## src/rtl/flit_packetizer_sub.sv

```systemverilog
// Packetizes one wide payload word (plus dst/vc) into NUM_FLITS NoC flits,
// emitted one per cycle over a valid/ready link.
module flit_packetizer_sub #(
  parameter int ADDRESS_WIDTH    = 4,
  parameter int VC_ADDRESS_WIDTH = 1,
  parameter int WIDTH_IN         = 12,
  parameter int WIDTH_OUT        = 36,
  parameter int NUM_FLITS        = 1
) (
  input  logic                        clk,
  input  logic                        rst,
  input  logic [WIDTH_IN-1:0]         data_in,
  input  logic                        valid_in,
  input  logic [ADDRESS_WIDTH-1:0]    dst_in,
  input  logic [VC_ADDRESS_WIDTH-1:0] vc_in,
  output logic                        ready_out,
  output logic [WIDTH_OUT-1:0]        data_out,
  output logic                        valid_out,
  input  logic                        ready_in
);
  localparam int PH  = WIDTH_OUT - 3 - VC_ADDRESS_WIDTH - ADDRESS_WIDTH;
  localparam int PB  = WIDTH_OUT - 3 - VC_ADDRESS_WIDTH;
  localparam int CAP = PH + (NUM_FLITS - 1) * PB;
  localparam int IW  = (NUM_FLITS > 1) ? $clog2(NUM_FLITS) : 1;

  if (WIDTH_IN > CAP) begin : g_width_chk
    $fatal(1, "flit_packetizer_sub: WIDTH_IN %0d exceeds packet payload capacity %0d", WIDTH_IN, CAP);
  end

  typedef struct packed {
    logic [WIDTH_IN-1:0]         data;
    logic [ADDRESS_WIDTH-1:0]    dst;
    logic [VC_ADDRESS_WIDTH-1:0] vc;
  } req_t;

  typedef enum logic {IDLE, BUSY} state_t;

  state_t  state, state_n;
  logic [IW-1:0] idx, idx_n;
  req_t    cap, cap_n;
  logic    last, accept, xfer;

  logic [CAP-1:0]                 padded;
  logic [NUM_FLITS-1:0][PB-1:0]   pay;
  logic [PB-1:0]                  sel;

  assign last      = (idx == IW'(NUM_FLITS - 1));
  assign valid_out = (state == BUSY);
  assign ready_out = rst & ((state == IDLE) | (last & ready_in));
  assign accept    = valid_in & ready_out;
  assign xfer      = valid_out & ready_in;

  // Zero-extend the captured word to the full packet capacity, then cut one
  // payload slice per flit; flit 0 has a shorter slice because it carries dst.
  assign padded = CAP'(cap.data);

  for (genvar k = 0; k < NUM_FLITS; k++) begin : g_slice
    if (k == 0) begin : g_head
      assign pay[k] = PB'(padded[PH-1:0]);
    end else begin : g_body
      assign pay[k] = padded[PH + (k - 1) * PB +: PB];
    end
  end

  if (NUM_FLITS == 1) begin : g_sel1
    assign sel = pay[0];
  end else begin : g_seln
    assign sel = pay[idx];
  end

  always_ff @(posedge clk) begin
    if (!rst) begin
      state <= IDLE;
      idx   <= '0;
      cap   <= '0;
    end else begin
      state <= state_n;
      idx   <= idx_n;
      cap   <= cap_n;
    end
  end

  // A new word can only be accepted while idle or while the last flit leaves,
  // so accept takes priority over the end-of-packet return to idle.
  always_comb begin
    state_n = state;
    idx_n   = idx;
    cap_n   = cap;
    if (accept) begin
      cap_n.data = data_in;
      cap_n.dst  = dst_in;
      cap_n.vc   = vc_in;
      idx_n      = '0;
      state_n    = BUSY;
    end else if (xfer) begin
      if (last) begin
        state_n = IDLE;
        idx_n   = '0;
      end else begin
        idx_n = idx + 1'b1;
      end
    end
  end

  always_comb begin
    data_out = '0;
    if (state == BUSY) begin
      data_out[WIDTH_OUT-1] = 1'b1;
      data_out[WIDTH_OUT-2] = (idx == '0);
      data_out[WIDTH_OUT-3] = last;
      data_out[WIDTH_OUT-4 -: VC_ADDRESS_WIDTH] = cap.vc;
      if (idx == '0) begin
        data_out[WIDTH_OUT-4-VC_ADDRESS_WIDTH -: ADDRESS_WIDTH] = cap.dst;
        data_out[PH-1:0] = sel[PH-1:0];
      end else begin
        data_out[PB-1:0] = sel;
      end
    end
  end

endmodule

```

## config.mk

```make
export PLATFORM = sky130hd
export DESIGN_NAME = flit_packetizer_sub
export DESIGN_NICKNAME = d
export VERILOG_FILES = /design/src/rtl/flit_packetizer_sub.sv
export SDC_FILE = /design/constraint.sdc
export NUM_CORES = 1
export LEC_CHECK = 0
export BUFFER_PORTS_ARGS = -buffer_cell sky130_fd_sc_hd__buf_2
export CAP_MARGIN = 20
export CORE_MARGIN = 2
export CORE_UTILIZATION = 38
export CTS_CLUSTER_DIAMETER = 120
export DETAILED_ROUTE_END_ITERATION = 6
export PLACE_DENSITY = 0.76
export SLEW_MARGIN = 15
export SYNTH_ARGS = -nofsm -noshare
export SYNTH_HDL_FRONTEND = slang
export SYNTH_SLANG_ARGS = --single-unit
```

## constraint.sdc

```tcl
create_clock -name clk -period 1.2 [get_ports clk]
set_clock_uncertainty 0.2 [all_clocks]
set_input_delay 0.06 -clock clk [delete_from_list [all_inputs] [get_ports clk]]
set_output_delay 0.06 -clock clk [all_outputs]
set_load 0.05 [all_outputs]
```

==> metrics.md <==
| Metric | Value |
|---|---|
| Status | complete, but fails checks |
| Failing checks | negative hold slack, negative setup slack |
| Hold WC Path Type | input port to flip-flop |
| Root Driver | clkbuf_4 |
| Worst path cell trace | buf_6, nand2b_4, and2_4, buf_6, buf_6, mux2i_2 |
| Clock tree buffer depth | 2 |
| Register-to-Register Path Depth | 6 |
| Dpl cell area | 1182 µm² |
| RR Startpoint | valid_out |
| I/O pin count | 59 |
| Routability cong. | 0.7370 |
| Worst path arrival time | 1470 ps |
| Combinational share of power | 0.379 |
| Detailed placement HPWL | 1.362 mm |
| Synth Area in Compound Gates | 0.007453 |
| Final #Nets | 209 |
| RSZ-0062 raised after global routing | true |
| Synth Flop Type | dfxtp_1 |
| Largest net degree at the start of global routing | 17 |
| Register area | 364.1 µm² |
| Inserted Clock Buffers | 3 |
| Grt total ovfl | 0 |
| Clock Latency Late Sink | 290 ps |
| Htree depth | 1 |
| Post-route DRC | 0 |
| Post-route ant nets | 0 |
| Final setup margin | -257.3 ps |
| Seq/Total Area, Yosys | 0.3578 |
| Synth top cells by count | 34 x nand2_1, 19 x buf_4, 18 x dfxtp_1, 17 x mux2i_1, 10 x and2_1 |
| Multi-input logic area | 551.8 µm² |
| Post-DR vias/cell | 4.581 |
| Reg2Reg Capture Point | cap[6] |
| Clock power frac | 0.224 |
| Top-count cell post-synth | nand2_1 |
| Sw Share | 0.3414 |
| Initial antenna violation count | 0 |
| Mapped Area | 1007 µm² |
| Min-Delay Path Depth | 3 |
| CP required | 1210 ps |
| Vias | 994 |
| Layout cells sized above 1 | 0.4492 |
| Syn Area/Cell | 8.536 µm² |
| Flop pwr share | 0.397 |
| Final Cycle Share | 1.214 |
| CP max stage delay | 390 ps |
| Switching pwr | 0.5709 mW |
| Leak | 0.8776 nW |
| Largest area contributor in the netlist | dfxtp_1 |
| Setup Viol. Count Final | 39 |
| Max-slew violations | 0 |
| Hold endpoint | valid_out |
| Kind of critical path | flip-flop to flip-flop |
| Fin area | 1808 µm² |
| First-pass GRT wire length | 4.961 mm |
| Post-Synth Adder-Cell Area | 0 |
| Largest family of logic cells by synthesized area | simple AND/OR/NAND/NOR gates |
| Xor/xnor share of the synthesized area | 0 |
| Critical path buffers and inverters | 3 |
| Area delta synth->final | 79.50% |
| Fmax | 686.2 MHz |
| Hold_sp | ready_in |
| Filler cells | 151 |
| Crit path max-delay family | flip-flops |
| Tot GR Track Use | 0.2099 |
| Die W | 55.49 µm |
| Async SR Flop Fraction | 0 |
| Final Hold Vio Count | 1 |
| Distinct cell type count after synthesis | 15 |
| Synthesized flop and latch total | 18 |
| Pint | 1.101 mW |
| VDD IR-drop max | 0.0006967 V |
| Worst setup EP type | flip-flop |
| Cell Count, Final, Fillers Out | 217 |
| Reg clk slew, reported paths | 100 ps |
| Ys Warns | 0 |
| Die Y | 55.49 µm |
| WHS | -127.8 ps |
| IO Port Bufs | 42 |
| Clock sinks | 18 |
| Mux contribution to synthesized area | 0.1689 |
| Worst Setup Start Kind | flip-flop |
| Area share of and/or/nand/nor cells after synthesis | 0.2658 |
| Power density cells | 924.9 nW/µm² |
| Vias in the first global route | 1019 |
| Routed WL | 3.159 mm |
| Hold-fix buffers, CTS | 19 |
| Core box area | 2500 µm² |
| Post-synth EDFFs | 0 |
| Largest cells by area after synthesis | dfxtp_1 36%, mux2i_1 17%, buf_4 14% |
| Die area | 3079 µm² |
| Iter 0 DRT Violations | 14 |
| CTS tree | built |
| CP most frequent cell | buf_6 |
| MaxCap Viol Count | 0 |
| Drt pass-1 iters | 4 |
| Initial core utilization | 0.4029 |
| Total power | 1.672 mW |
| Critical path's slowest cell | dfxtp_4 |
| Inst Count DP | 182 |
| Max FO, Critical Path | 3 |
| Final min period | 1457 ps |
| Routed len/inst | 14.56 µm |
| Ant. Diodes | 0 |
| Row count | 18 |
| R2R setup slack | -260 ps |
| Yosys top cell area share | 0.3578 |
| Mapped Cells | 118 |
## per-layer routing
layer	up-vias	share of wire	track usage
met5	-	0	0
met4	0	0.041	0.1324
met3	14	0.052	0.03513
met2	59	0.56	0.4014
met1	453	0.35	0.2043
li1	468	-	-
## worst register-to-register path: stages, from the launching register on
cell and delay [ps]:
dfxtp_4 390, buf_6 130, nand2b_4 60, and2_4 170, buf_6 120, buf_6 100
mux2i_2 220
## kinds of logic after synthesis
logic type,Yosys count
AOI/OAI and AO/OA,1
buffers and inverters,27
other,1
DFF,18
muxes,17
and+or+nand+nor,54
## how the worst max path moves through the flow
| stage | start | end | slack, ps | depth (start not counted) |
|---|---|---|---|---|
| 3_3_place_gp | valid_out | cap[8] | -9 | 3 |
| 6_report | valid_out | cap[6] | -260 | 6 |
| 4_1_cts | valid_out | data_out[28] | -230 | 3 |
| 2_1_floorplan | valid_out | cap[0] | -170 | 5 |
| 5_1_grt | valid_out | cap[6] | -280 | 6 |
| 3_5_place_dp | valid_out | cap[1] | -50 | 3 |
## power by group through the flow
| stage | Clock, mW | Combinational, mW | Sequential (mW) |
|---|---|---|---|
| finish | 0.375 | 0.633 | 0.664 |
| global route | 0.407 | 0.659 | 0.668 |
| CTS | 0.383 | 0.602 | 0.658 |
| detailed placement | 0 | 0.406 | 0.670 |
| global placement | 0 | 0.401 | 0.669 |
| floorplan | 0 | 0.380 | 0.675 |
## placed cells by master (no fill, tap or decap)
master	instances
nand2_1	34
buf_2	20
dlygate4sd3_1	19
dfxtp_1	17
buf_6	17
conb_1	16
mux2i_1	15
and2_4	11
buf_8	10
and2_2	8
buf_12	7
clkbuf_4	3
buf_4	2
nand2b_4	1
mux2i_2	1
inv_1	1
a21boi_0	1
mux2i_4	1
clkbuf_8	1
buf_16	1
dfxtp_4	1
## sequential cells by signal (all words and copies together) (netlist names)
signal / flops
valid_out: 1
cap: 17
## stage by stage
stage          worst slack (ps)  TNS, ps    util
5_1_grt                  -284.0    -8705  0.7232
3_5_place_dp             -45.74   -470.7  0.4730
4_1_cts                  -229.4    -6891  0.7132
2_1_floorplan            -166.4    -2950       -
3_3_place_gp             -9.113   -12.02  0.4730
6_report                 -257.3    -7589  0.7232
## repair_timing
action | CTS | global route
endpoints found under the setup margin | 39 | 39
buffers inserted | 9 | 2
resized for setup | 73 | 6
hold endpoints to repair | 18 | 1
pin swaps | 0 | 5
gates cloned | 2 | 0
## cell type report
type	instances	share of cell area
timing repair buffer	76	0.4505
clock buffer	4	0.02007
inverter	1	0.002076
sequential	18	0.2014
multi-input combinational	88	0.3052
tap	30	0.02076
No activity file was read; power rests on OpenSTA's default activity.
